--- config.mk ---
export PLATFORM = sky130hd
export DESIGN_NAME = sprite_layer_compositor
export DESIGN_NICKNAME = d
export VERILOG_FILES = /design/src/rtl/tank_gfx_pkg.sv /design/src/rtl/sprite_palette_lut.sv /design/src/rtl/sprite_layer_compositor.sv
export SDC_FILE = /design/constraint.sdc
export NUM_CORES = 1
export LEC_CHECK = 0
export CORE_MARGIN = 3
export CORE_UTILIZATION = 53
export DETAILED_ROUTE_END_ITERATION = 10
export GPL_ROUTABILITY_DRIVEN = 0
export PLACE_DENSITY_LB_ADDON = 0.1
export SLEW_MARGIN = 20
export SYNTH_ARGS = -nofsm -noshare
export SYNTH_HDL_FRONTEND = slang
export SYNTH_SLANG_ARGS = --single-unit
--- constraint.sdc ---
create_clock -name Clk -period 2.5 [get_ports Clk]
set_clock_uncertainty 0.1 [all_clocks]
set_input_delay 0.375 -clock Clk [delete_from_list [all_inputs] [get_ports Clk]]
set_output_delay 0.375 -clock Clk [all_outputs]
set_load 0.01 [all_outputs]
--- src/rtl/tank_gfx_pkg.sv ---
// Shared tank-game graphics definitions: 12-bit colour type, chroma key and
// the 16-entry tank palette used by every sprite layer.
package tank_gfx_pkg;

    typedef logic [11:0] rgb12_t;

    localparam rgb12_t TRANSPARENT_KEY = 12'hE3F;

    // Listed from index 15 down to index 0.
    localparam rgb12_t [15:0] TANK_PALETTE = {
        12'hE3F, 12'h111, 12'h575, 12'hE3F,
        12'hE3F, 12'h686, 12'h343, 12'hE3F,
        12'h110, 12'h464, 12'h000, 12'hE3F,
        12'hE3F, 12'h7A7, 12'h222, 12'hE3F
    };

    function automatic logic is_opaque(input rgb12_t rgb);
        return (rgb != TRANSPARENT_KEY);
    endfunction

endpackage

--- src/rtl/sprite_palette_lut.sv ---
// Combinational palette expansion: 4-bit sprite index to 12-bit RGB.
module sprite_palette_lut
    import tank_gfx_pkg::*;
(
    input  logic [3:0] index_i,
    output rgb12_t     rgb_o
);

    assign rgb_o = TANK_PALETTE[index_i];

endmodule

--- src/rtl/sprite_layer_compositor.sv ---
// Two-stage sprite compositor: palette expansion and chroma key, then priority
// select over the background. SPRITE_COLLISION_EN adds a layer 0/1 overlap flag.
module sprite_layer_compositor
    import tank_gfx_pkg::*;
#(
    parameter int N_LAYERS = 4
) (
    input  logic                          Clk,
    input  logic                          Reset,
    input  logic                          pix_en,
    input  logic [N_LAYERS-1:0]           layer_valid,
    input  logic [4*N_LAYERS-1:0]         layer_index,
    input  logic [11:0]                   bg_rgb,
    input  logic                          de_in,
    input  logic                          hs_in,
    input  logic                          vs_in,
    output logic [3:0]                    red,
    output logic [3:0]                    green,
    output logic [3:0]                    blue,
    output logic                          de_out,
    output logic                          hs_out,
    output logic                          vs_out,
    output logic                          hit_valid,
`ifdef SPRITE_COLLISION_EN
    input  logic                          collision_clr,
    output logic                          collision,
`endif
    output logic [$clog2(N_LAYERS)-1:0]   hit_layer
);

    localparam int LAT = 2;
    localparam int HW  = $clog2(N_LAYERS);

    rgb12_t [N_LAYERS-1:0] layer_rgb_s;
    rgb12_t [N_LAYERS-1:0] layer_rgb_q, layer_rgb_d;
    logic   [N_LAYERS-1:0] opaque_q, opaque_d;
    rgb12_t                bg_q, bg_d;
    logic   [LAT-1:0]      de_pipe_q, de_pipe_d;
    logic   [LAT-1:0]      hs_pipe_q, hs_pipe_d;
    logic   [LAT-1:0]      vs_pipe_q, vs_pipe_d;
    rgb12_t                rgb_q, rgb_d;
    logic                  hit_valid_q, hit_valid_d;
    logic   [HW-1:0]       hit_layer_q, hit_layer_d;

    logic                  win_found_s;
    logic   [HW-1:0]       win_idx_s;
    rgb12_t                win_rgb_s;

    for (genvar g = 0; g < N_LAYERS; g++) begin : g_lut
        sprite_palette_lut u_lut (
            .index_i (layer_index[4*g +: 4]),
            .rgb_o   (layer_rgb_s[g])
        );
    end

    // Priority resolve: scanning downwards lets the lowest opaque layer overwrite.
    always_comb begin
        win_found_s = 1'b0;
        win_idx_s   = {HW{1'b0}};
        win_rgb_s   = bg_q;
        for (int i = N_LAYERS - 1; i >= 0; i--) begin
            win_found_s = opaque_q[i] ? 1'b1 : win_found_s;
            win_idx_s   = opaque_q[i] ? HW'(i) : win_idx_s;
            win_rgb_s   = opaque_q[i] ? layer_rgb_q[i] : win_rgb_s;
        end
    end

    // Next-state for both pipeline stages; everything holds between strobes.
    always_comb begin
        if (pix_en) begin
            for (int i = 0; i < N_LAYERS; i++) begin
                layer_rgb_d[i] = layer_rgb_s[i];
                opaque_d[i]    = layer_valid[i] && is_opaque(layer_rgb_s[i]);
            end
            bg_d        = bg_rgb;
            de_pipe_d   = {de_pipe_q[LAT-2:0], de_in};
            hs_pipe_d   = {hs_pipe_q[LAT-2:0], hs_in};
            vs_pipe_d   = {vs_pipe_q[LAT-2:0], vs_in};
            rgb_d       = de_pipe_q[0] ? win_rgb_s : 12'h000;
            hit_valid_d = de_pipe_q[0] && win_found_s;
            hit_layer_d = win_idx_s;
        end else begin
            layer_rgb_d = layer_rgb_q;
            opaque_d    = opaque_q;
            bg_d        = bg_q;
            de_pipe_d   = de_pipe_q;
            hs_pipe_d   = hs_pipe_q;
            vs_pipe_d   = vs_pipe_q;
            rgb_d       = rgb_q;
            hit_valid_d = hit_valid_q;
            hit_layer_d = hit_layer_q;
        end
    end

    // Pipeline registers; syncs are active-low so they reset high.
    always_ff @(posedge Clk or posedge Reset) begin
        if (Reset) begin
            layer_rgb_q <= '0;
            opaque_q    <= '0;
            bg_q        <= 12'h000;
            de_pipe_q   <= '0;
            hs_pipe_q   <= '1;
            vs_pipe_q   <= '1;
            rgb_q       <= 12'h000;
            hit_valid_q <= 1'b0;
            hit_layer_q <= {HW{1'b0}};
        end else begin
            layer_rgb_q <= layer_rgb_d;
            opaque_q    <= opaque_d;
            bg_q        <= bg_d;
            de_pipe_q   <= de_pipe_d;
            hs_pipe_q   <= hs_pipe_d;
            vs_pipe_q   <= vs_pipe_d;
            rgb_q       <= rgb_d;
            hit_valid_q <= hit_valid_d;
            hit_layer_q <= hit_layer_d;
        end
    end

    assign red       = rgb_q[11:8];
    assign green     = rgb_q[7:4];
    assign blue      = rgb_q[3:0];
    assign de_out    = de_pipe_q[LAT-1];
    assign hs_out    = hs_pipe_q[LAT-1];
    assign vs_out    = vs_pipe_q[LAT-1];
    assign hit_valid = hit_valid_q;
    assign hit_layer = hit_layer_q;

`ifdef SPRITE_COLLISION_EN
    logic collision_q, collision_d;
    logic col_set_s, col_clr_s;

    // Sticky overlap flag: set beats clear, vs falling into stage 2 starts a new frame.
    always_comb begin
        col_set_s = pix_en && opaque_q[0] && opaque_q[1] && de_pipe_q[0];
        col_clr_s = collision_clr || (pix_en && vs_pipe_q[LAT-1] && !vs_pipe_q[LAT-2]);
        if (col_set_s) begin
            collision_d = 1'b1;
        end else if (col_clr_s) begin
            collision_d = 1'b0;
        end else begin
            collision_d = collision_q;
        end
    end

    // Collision flag register.
    always_ff @(posedge Clk or posedge Reset) begin
        if (Reset) begin
            collision_q <= 1'b0;
        end else begin
            collision_q <= collision_d;
        end
    end

    assign collision = collision_q;
`endif

endmodule

After elaboration in Yosys (flattened, before gate mapping)
Memories as Yosys holds them, arrays and structs flattened.
Index checks and enable logic that the tools add are counted.
- ROM bits: 768
- output and inout port bits: 18
- register bits after elaboration: 85
- memories kept: 4
- memories (memory ; depth ; bits a word ; read ports ; clocked after memory_dff ; wr ports ; line ; RTL):
    (no name shown) ; 16 ; 12 ; 1 ; 0 ; 0 ; sprite_palette_lut.sv:9 ; assign rgb_o = TANK_PALETTE[index_i];
    (no name shown) ; 16 ; 12 ; 1 ; 0 ; 0 ; sprite_palette_lut.sv:9 ;
    (no name shown) ; 16 ; 12 ; 1 ; 0 ; 0 ; sprite_palette_lut.sv:9 ;
    (no name shown) ; 16 ; 12 ; 1 ; 0 ; 0 ; sprite_palette_lut.sv:9 ;
- muxes and demuxes: 17
- eq/ne operators: 4
- reductions and logical operators: 5
- $lt $le $gt $ge: 4
- operator list (cell ; count):
    $mux W12 ; 9
    $ne A12 B12 Y1 const B ; 4
    $lt A4 B5 Y1 const B ; 4
    $mux W2 ; 4
    $logic_and A1 B1 Y1 ; 5
    $mux W1 ; 4

Longest topological paths before layout
Gate-level depths: netlist (run 1).
- depth after elaboration: 5
- depth in mapped cells: 7
- depth with buffers taken out: 7

Hierarchy
A second synthesis (run 1) with hierarchy kept.
- cell total of the unflattened synthesis: 447
- area, all modules: 4927.2 µm²
- by module, submodules not included (module ; cells an instance ; times used ; area each (µm²) ; seq. area each (µm²)):
    sprite_layer_compositor ; 322 ; 1 ; 3935.0 ; 2132.0
    sprite_palette_lut at g_lut[1].u_lut ... ; 31 ; 3 ; 242.7 ; 0.0
    sprite_palette_lut at g_lut[0].u_lut ; 32 ; 1 ; 264.0 ; 0.0

Worst setup path before layout (run 1)
Ideal clock, no wire load.
- path kind: input to register
- start: input port layer_index[8]
- end: register opaque_q[2]
- data arrival time: 1.722 ns
- stages: 6
- path slack: 0.546 ns
- library setup time: 0.132 ns
- path through: inv_1 -> ha_1 -> mux4_2 -> nor4b_2 -> a41o_1 -> o21ai_1
- longest elaborated chain between the ends: 4
- RTL lines (item ; line ; RTL):
    start: declaration ; sprite_layer_compositor.sv:12 ; input logic [4*N_LAYERS-1:0] layer_index,
    $mem_v2 Z16 W12 ; n/a ;
    $mux W12 (not written as such) ; sprite_palette_lut.sv:9 ;
    $ne A12 B12 Y1 ; tank_gfx_pkg.sv:18 ; return (rgb != TRANSPARENT_KEY);
    $logic_and A1 B1 Y1 ; sprite_layer_compositor.sv:73 ; opaque_d[i] = layer_valid[i] && is_opaque(layer_rgb_s[i]);
    end signal: assignment ; sprite_layer_compositor.sv:109 ; opaque_q <= opaque_d;
    end: declaration ; sprite_layer_compositor.sv:36 ; logic [N_LAYERS-1:0] opaque_q, opaque_d;
Every way passes these cells. The select of a mux whose other input is x is not followed.
A chain may end at the register's enable or synchronous reset.

Worst setup path after layout (run 1)
Same ends and word-level chain as after synthesis.

==> impl_metrics.ini, run 1 <==
[synth]
synth_top_area_share = 0.428
syn_area_per_cell_sq_um = 10.3
yosys.area.top_type = dfrtp_1
synth_area_sq_um = 4040
synth_area_leaders = dfrtp_1 (43%), mux2_2 (11%), ha_1 (7.4%), a21oi_1 (3.8%), nor2_1 (3.8%)
synthArstFlopShare = 1.00
synth_edf_count = 0
yosysUniqueCellTypes = 40
synth_warnings = 0
synth_nets = 455
yosys_most_used_dff = dfrtp_1
seq_area_frac_synth = 0.454
ys_ff_latch = 73
netlist_instances = 393

[clocking]
clockBufferDepth = 2
numCtsBuffers = 9
cts.sinks = 73
cts_root_buf = clkbuf_8
clk_pin_slew_ns = 0.07
clk_latency_ns = 0.35
cts_tree = yes
htreeDepth = 3
post_cts_buffers = 0
cts_resized = 0
cts-hold-fix-buffers = 0

[die]
die_w_microns = 93.3
core_sq_um = 7330
die_area_sq_um = 8700
rows = 31
die_h_microns = 93.3
start_util = 0.551
ioPinCount = 56

[power]
peakVddDrop_mv = 0.280
powerDensity_nw_per_um2 = 615
leakagePower_nw = 2.14
pwr-share-comb = 0.232
p_sw_w = 0.000853
clock_power_share = 0.296
power_w = 0.00305
seqPwrFrac = 0.473
power.internal_w = 0.00220
p_sw_frac = 0.280

[route]
routed_wl_mm = 8.41
drt_first_iter_violations = 151
vias = 3053
wl_per_cell_microns = 15.1
vias_per_cell = 5.48
drt-pass1-iter-count = 4
drc = 0
antenna_left = 0

[sta]
maxSlewViolCount = 0
tns_ns = 0
period_share = 0.852
grt_setup_unrepaired = no
worst_slew_pin_slew_ns = 0.689
period_needed_ns = 2.13
setup_violations = 0
final-hold-violation-count = 0
maxSlewHeadroom = 0.537
fmax_mhz = 469
hold-worst-slack_ns = 0.179

[hold_path]
hold_class = input pin to async pin

[global_route]
grt_pass1_vias = 2960
overflow = 0
antenna_found_initial = 0
grt_pass1_wl_mm = 14.1
grt_max_degree = 52
gr-usage-all-layers = 0.208

[place]
dp_hpwl_mm = 6.26
placed_cell_area_sq_um = 4770
port_buffers = 55

[setup_path]
cp.arrival_ns = 2.26
worstPathRequired_ns = 2.62
crit_chain = clkdlybuf4s50_1 > inv_1 > ha_1 > mux4_2 > nor4b_2 > a41o_1 > o21ai_1
cp-end-kind = flip-flop
crit_family = buffers and inverters
crit_path_top_delay_cell = mux4_2
cp_slowest_stage_delay_ns = 0.51
crit_fanout = 3
cp_num_buf_inv = 2
criticalPathCategory = input pin to flip-flop
cp-start-kind = input pin

[cells_and_area]
num_antenna_cells = 0
drive_gt1_frac = 0.188
final_common_cell = dfrtp_1
nets = 515
syn2layout_area_growth_pct = 22.7
fill_cells = 576
final_area_sq_um = 4950
mostFrequentLayoutCells = dfrtp_1 (69), clkdlybuf4s50_1 (54), nor2_1 (41)

[flow_run]
cap_violations = 0

[status]
status = complete, no violations
-- worst reg2reg max path: stages, from the launching register on --
cell and delay (ns):
dfrtp_1 0.70, mux2i_1 0.29, a211oi_1 0.11, a211oi_1 0.40
o32ai_1 0.15
-- power groups by stage --
stage               registers [W]  logic [W]  clock network, W
floorplan                 0.00144   0.000432                 0
CTS                       0.00144   0.000713          0.000925
global placement          0.00146   0.000697                 0
detailed placement        0.00146   0.000710                 0
finish                    0.00144   0.000706          0.000901
global route              0.00146   0.000781          0.000981
-- flip-flops by register name, summed over array words and instances (netlist names), 2 cells and up --
register	cells
opaque_q	4
hs_pipe_q	2
rgb_q	12
layer_rgb_q	36
bg_q	12
de_pipe_q	2
hit_layer	2
vs_pipe_q	2
-- routing by layer --
| metal | wire (microns) | GRT usage | up-vias |
|---|---|---|---|
| met5 | 0 | 0 | - |
| met4 | 162 | 0.0842 | 0 |
| met3 | 312 | 0.0378 | 13 |
| met2 | 3860 | 0.316 | 52 |
| met1 | 4080 | 0.293 | 1468 |
| li1 | - | - | 1520 |
-- layout make-up --
type | instances | area, sq um | area share
clock inverters | 3 | 40.0 | 0.00808
multi-input cells | 263 | 1970 | 0.398
inverters | 31 | 116 | 0.0235
repair buffers | 75 | 723 | 0.146
well taps | 99 | 124 | 0.0250
flip-flops and latches | 73 | 1830 | 0.370
clock buffers | 13 | 149 | 0.0301
-- logic make-up after synthesis --
logic type,share of synthesized area
and+or+nand+nor,0.0899
AOI/OAI and AO/OA,0.162
buffers and inverters,0.0583
DFF,0.454
muxes,0.161
adders and majority gates,0.0744
-- synthesized netlist by cell type, types with 8 or more instances --
master    count
mux2i_1      10
mux2_2       39
buf_2         8
a21oi_1      31
dfrtp_1      69
ha_1         24
nor2_1       41
a31oi_1       9
clkbuf_1      8
o22ai_1       8
o21ai_0      10
buf_1         8
a211oi_1     13
nand2_1      23
inv_1        29
-- metrics by stage --
| stage | worst slack [ns] | utilization | instances |
|---|---|---|---|
| 5_1_grt | 0.292 | 0.676 | 557 |
| 3_5_place_dp | 0.00553 | 0.650 | 541 |
| 2_1_floorplan | 0.178 | - | 393 |
| 4_1_cts | 0.380 | 0.676 | 557 |
| 3_3_place_gp | 0.0500 | 0.650 | 541 |
| 6_report | 0.369 | 0.676 | 557 |
-- worst paths after layout --
path	startpoint	end	slack (ns)	cells past startpoint
min in group Clk	pix_en	hit_valid$_DFFE_PP0P_	0.20	2
worst min-delay path	Reset	rgb_q[2]$_DFFE_PP0P_	0.18	2
worst max-delay path	layer_index[8]	opaque_q[2]$_DFFE_PP0P_	0.37	7
max in group asynchronous	Reset	vs_pipe_q[0]$_DFFE_PP1P_	1.54	3
worst min register to register	layer_rgb_q[41]$_DFFE_PP0P_	layer_rgb_q[41]$_DFFE_PP0P_	0.41	1
worst max register to register	opaque_q[3]$_DFFE_PP0P_	rgb_q[4]$_DFFE_PP0P_	0.63	4
Power figures use the tool's default switching activity.
==> run 2: changes to the inputs <==
--- a/config.mk
+++ b/config.mk
@@ -9,6 +9,7 @@
 export CORE_UTILIZATION = 53
 export DETAILED_ROUTE_END_ITERATION = 10
 export GPL_ROUTABILITY_DRIVEN = 0
+export HOLD_SLACK_MARGIN = 0.12
 export PLACE_DENSITY_LB_ADDON = 0.1
 export SLEW_MARGIN = 20
 export SYNTH_ARGS = -nofsm -noshare
==> constraint.sdc (replaced) <==
create_clock -name Clk -period 2.3 [get_ports Clk]
set_clock_uncertainty 0.1 [all_clocks]
set_input_delay 0.345 -clock Clk [delete_from_list [all_inputs] [get_ports Clk]]
set_output_delay 0.345 -clock Clk [all_outputs]
set_load 0.01 [all_outputs]
==> run 2 against run 1 <==
Against the previous run:
- combinational power increased by 15%
- die area unchanged
- hold slack improved by 0.064 ns
- register-to-register slack got worse by 0.24 ns
- clock power increased by 35%
- clock-buffer cell count decreased by 2
- utilization increased by 2.3 points
- sequential power increased by 8%
- first-iteration DRC count increased by 25%
- total power increased by 18%
- non-clock buffer count increased by 17
==> impl_metrics.ini, run 2 (synthesis gave the netlist of run 1 again) <==
[power]
p_sw_w = 0.000966
leakagePower_nw = 2.24
peakVddDrop_mv = 0.359
seqPwrFrac = 0.434
pwr-share-comb = 0.226
p_sw_frac = 0.269
powerDensity_nw_per_um2 = 701
power.internal_w = 0.00263
clock_power_share = 0.340

[cells_and_area]
final_common_cell = dfrtp_1
fill_cells = 550
largest_register_ffs = 36
top_regs = layer_rgb_q (36), bg_q (12), rgb_q (12)
finalNonFillerCells = 574
syn2layout_area_growth_pct = 26.9
utilization = 0.699
mostFrequentLayoutCells = dfrtp_1 (69), clkdlybuf4s50_1 (54), nor2_1 (41)
drive_gt1_frac = 0.221
num_antenna_cells = 0
layout.area.seq_sq_um = 1830
final_area_sq_um = 5120
top_register = layer_rgb_q
multiInputGateArea_sq_um = 1970
nets = 532

[clocking]
cts.sinks = 73
htreeDepth = 3
clockBufferDepth = 2
cts_resized = 0
cts_tree = yes
numCtsBuffers = 9
cts_root_buf = clkbuf_8
clk_latency_ns = 0.35
cts-hold-fix-buffers = 0
clk_pin_slew_ns = 0.08
post_cts_buffers = 0

[place]
placed_cell_area_sq_um = 4880
port_buffers = 55
place_inst = 558
dp_hpwl_mm = 6.62

[die]
ioPinCount = 56
core_sq_um = 7330
die_h_microns = 93.3
die_area_sq_um = 8700
die_w_microns = 93.3
start_util = 0.551
rows = 31

[route]
antenna_left = 0
drc = 0
vias = 3193
drt_first_iter_violations = 189
wl_per_cell_microns = 15.8
routed_wl_mm = 9.05
drt-pass1-iter-count = 4
vias_per_cell = 5.56

[setup_path]
crit_fanout = 3
cp.arrival_ns = 2.24
cp-start-kind = input pin
criticalPathCategory = input pin to flip-flop
cp-end-kind = flip-flop
worstPathRequired_ns = 2.41

[sta]
final-hold-violation-count = 0
grt_setup_unrepaired = no
period_needed_ns = 2.13
maxSlewViolCount = 0
setup_violations = 0
period_share = 0.926
hold-worst-slack_ns = 0.242
worst_slew_pin_slew_ns = 0.589
maxSlewHeadroom = 0.608
fmax_mhz = 470

[global_route]
antenna_found_initial = 0
grt_max_degree = 51
grt_pass1_wl_mm = 15.3
gr-usage-all-layers = 0.222
overflow = 0
grt_pass1_vias = 3216

[flow_run]
cap_violations = 0

[status]
status = complete, no violations

[hold_path]
hold_class = input pin to async pin
-- run 2: through the flow --
| step | TNS (ns) | setup WS (ns) | total power (W) |
|---|---|---|---|
| 2_1_floorplan | 0 | 0.00835 | 0.00203 |
| 3_3_place_gp | -0.228 | -0.120 | 0.00237 |
| 3_5_place_dp | -0.393 | -0.186 | 0.00240 |
| 4_1_cts | 0 | 0.162 | 0.00361 |
| 5_1_grt | 0 | 0.0959 | 0.00377 |
| 6_report | 0 | 0.171 | 0.00359 |
-- run 2: power groups by stage --
stage          combinational [W]  sequential (W)  clock [W]
5_1_grt                 0.000897         0.00158    0.00129
4_1_cts                 0.000819         0.00156    0.00123
2_1_floorplan           0.000470         0.00156          0
6_report                0.000810         0.00156    0.00122
3_3_place_gp            0.000791         0.00157          0
3_5_place_dp            0.000814         0.00158          0
-- run 2: worst paths after layout --
kind | from | endpoint | cells past startpoint | slack [ns]
min in group Clk | layer_rgb_q[3]$_DFFE_PP0P_ | layer_rgb_q[3]$_DFFE_PP0P_ | 1 | 0.41
max in group asynchronous | Reset | layer_rgb_q[19]$_DFFE_PP0P_ | 3 | 1.25
hold reg to reg | layer_rgb_q[3]$_DFFE_PP0P_ | layer_rgb_q[3]$_DFFE_PP0P_ | 1 | 0.41
setup reg to reg | opaque_q[3]$_DFFE_PP0P_ | rgb_q[0]$_DFFE_PP0P_ | 4 | 0.39
setup / recovery | layer_index[8] | opaque_q[2]$_DFFE_PP0P_ | 7 | 0.17
hold / removal | Reset | de_pipe_q[1]$_DFFE_PP0P_ | 2 | 0.24
-- run 2: final cells by class --
type                            instances  area share
Clock buffer                           11      0.0276
Clock inverter                          5      0.0200
Inverter                               31      0.0227
Multi-Input combinational cell        263       0.385
Sequential cell                        73       0.357
Tap cell                               99      0.0242
Timing Repair Buffer                   92       0.164
-- run 2: critical path, cell delays in order --
cell and delay [ns]:
clkdlybuf4s50_1 0.48, inv_1 0.08, ha_1 0.31, mux4_2 0.52
nor4b_2 0.26, a41o_1 0.19, o21ai_1 0.05
-- run 2: metal layers --
metal  track usage  wire length (microns)
met3        0.0386                    454
met2         0.361                   4510
met1         0.296                   3900
met4        0.0867                    180
met5             0                      0
==> run 3: changes to the inputs <==
--- a/config.mk
+++ b/config.mk
@@ -11,6 +11,7 @@
 export GPL_ROUTABILITY_DRIVEN = 0
 export HOLD_SLACK_MARGIN = 0.12
 export PLACE_DENSITY_LB_ADDON = 0.1
+export REMOVE_ABC_BUFFERS = 1
 export SLEW_MARGIN = 20
 export SYNTH_ARGS = -nofsm -noshare
 export SYNTH_HDL_FRONTEND = slang
==> run 3 against run 2 <==
Against the previous run:
- sequential power hardly changed
- first-iteration DRC count is 2.6% lower
- maximum frequency is 0.81% higher
- worst setup slack better by 0.017 ns
- critical path depth stayed put
- non-clock buffer count is 1 higher
- cell count is 0.17% higher
- utilization is 0.38 points lower
- sequential share of layout area is 0.19 points higher
- highest routed layer unchanged
==> impl_metrics.ini, run 3 (synthesis gave the netlist of run 1 again) <==
[global_route]
grt.met3_usage = 0.0370
gr-usage-all-layers = 0.211
top_usage_layer = met2
grt_pass1_vias = 3076
grt_use_met1 = 0.293
gr-usage-met2 = 0.331
overflow = 0
antenna_found_initial = 0
grt_max_degree = 74
grt_pass1_wl_mm = 14.5

[sta]
grt_setup_unrepaired = no
maxSlewHeadroom = 0.608
period_needed_ns = 2.11
setup_violations = 0
maxSlewViolCount = 0
fmax_mhz = 473
worst_slew_pin_slew_ns = 0.588
final-hold-violation-count = 0
period_share = 0.918

[setup_path]
cp.arrival_ns = 2.24
worstPathRequired_ns = 2.43
crit-reg2reg-launch = opaque_q[3]$_DFFE_PP0P_
criticalPathCategory = input pin to flip-flop
endpoint = opaque_q[2]$_DFFE_PP0P_
cp-end-kind = flip-flop
crit_fanout = 3
cp-start-kind = input pin
reg2reg_slack_ns = 0.47
timing.rr.end = rgb_q[7]$_DFFE_PP0P_
crit_start = layer_index[8]
rr_worst_depth = 4

[clocking]
htreeDepth = 3
cts_resized = 0
clk_pin_slew_ns = 0.08
cts.sinks = 73
post_cts_buffers = 0
cts-hold-fix-buffers = 0
cts_tree = yes
clockBufferDepth = 2
clk_latency_ns = 0.35
cts_root_buf = clkbuf_8
numCtsBuffers = 9

[cells_and_area]
top_regs = layer_rgb_q (36), bg_q (12), rgb_q (12)
largest_register_ffs = 36
num_antenna_cells = 0
syn2layout_area_growth_pct = 26.2
mostFrequentLayoutCells = dfrtp_1 (69), clkdlybuf4s50_1 (54), nor2_1 (41)
top_register = layer_rgb_q
nets = 533
drive_gt1_frac = 0.223
utilization = 0.695
finalNonFillerCells = 575
final_common_cell = dfrtp_1

[die]
core_sq_um = 7330
start_util = 0.551
die_w_microns = 93.3
rows = 31
ioPinCount = 56
die_h_microns = 93.3
die_area_sq_um = 8700

[power]
powerDensity_nw_per_um2 = 661
peakVddDrop_mv = 0.413
power_w = 0.00337
leakagePower_nw = 2.22

[route]
drc = 0
vias_per_cell = 5.53
wl_per_cell_microns = 15.2
antenna_left = 0
vias = 3178
drt-pass1-iter-count = 4
routed_wl_mm = 8.72
drt_first_iter_violations = 184

[place]
dp_hpwl_mm = 6.30
port_buffers = 55
place_inst = 559

[flow_run]
cap_violations = 0

[status]
status = complete, no violations

[hold_path]
hold_class = input pin to async pin
## run 3: changes by cell type in the layout (fill, tap and decap cells not counted)
| cell | change |
|---|---|
| clkinv_2 | -1 |
| clkinv_4 | +1 |
| buf_12 | +1 |
| bufinv_16 | -2 |
| clkbuf_8 | -1 |
| clkinvlp_4 | +3 |
## run 3: through the flow
step           worst slack [ns]  instance area, sq um  setup TNS, ns  hold slack (ns)
2_1_floorplan           0.00835                  3920              0            0.330
3_3_place_gp             -0.116                  4900         -0.204            0.370
3_5_place_dp             -0.165                  4900         -0.433            0.392
4_1_cts                   0.197                  5100              0            0.311
5_1_grt                  0.0730                  5100              0            0.342
6_report                  0.188                  5100              0            0.292
## run 3: how the worst min path moves through the flow
stage                               startpoint                           to  slack, ns
finish                                   Reset     hit_layer[0]$_DFFE_PP0P_       0.29
CTS                                      Reset      opaque_q[2]$_DFFE_PP0P_       0.31
detailed placement  layer_rgb_q[3]$_DFFE_PP0P_   layer_rgb_q[3]$_DFFE_PP0P_       0.39
global placement    layer_rgb_q[3]$_DFFE_PP0P_   layer_rgb_q[3]$_DFFE_PP0P_       0.37
global route                             Reset  layer_rgb_q[19]$_DFFE_PP0P_       0.34
floorplan                               pix_en   layer_rgb_q[0]$_DFFE_PP0P_       0.33
## run 3: power breakdown
group | leakage (nW) | internal, W | switching [W] | total (W)
Combinational | 1.27 | 0.000434 | 0.000385 | 0.000819
Sequential | 0.861 | 0.00145 | 0.000104 | 0.00155
Clock | 0.0847 | 0.000502 | 0.000498 | 0.00100
Total | 2.22 | 0.00238 | 0.000986 | 0.00337
## run 3: cell type report
type,count,area (sq um)
clock inverter,6,68.8
timing repair buffer,93,858
sequential,73,1830
multi-input combinational,263,1970
tap,99,124
inverter,31,116
fill,541,2230
clock buffer,10,128
## run 3: critical path, cell delays in order
cell             delay, ns
clkdlybuf4s50_1       0.49
inv_1                 0.09
ha_1                  0.31
mux4_2                0.50
nor4b_2               0.26
a41o_1                0.19
o21ai_1               0.06
## run 3: layer usage
layer	part of all wire	vias to the layer above
met5	0	-
met4	0.020	0
met3	0.042	18
met2	0.47	74
met1	0.47	1525
li1	-	1561
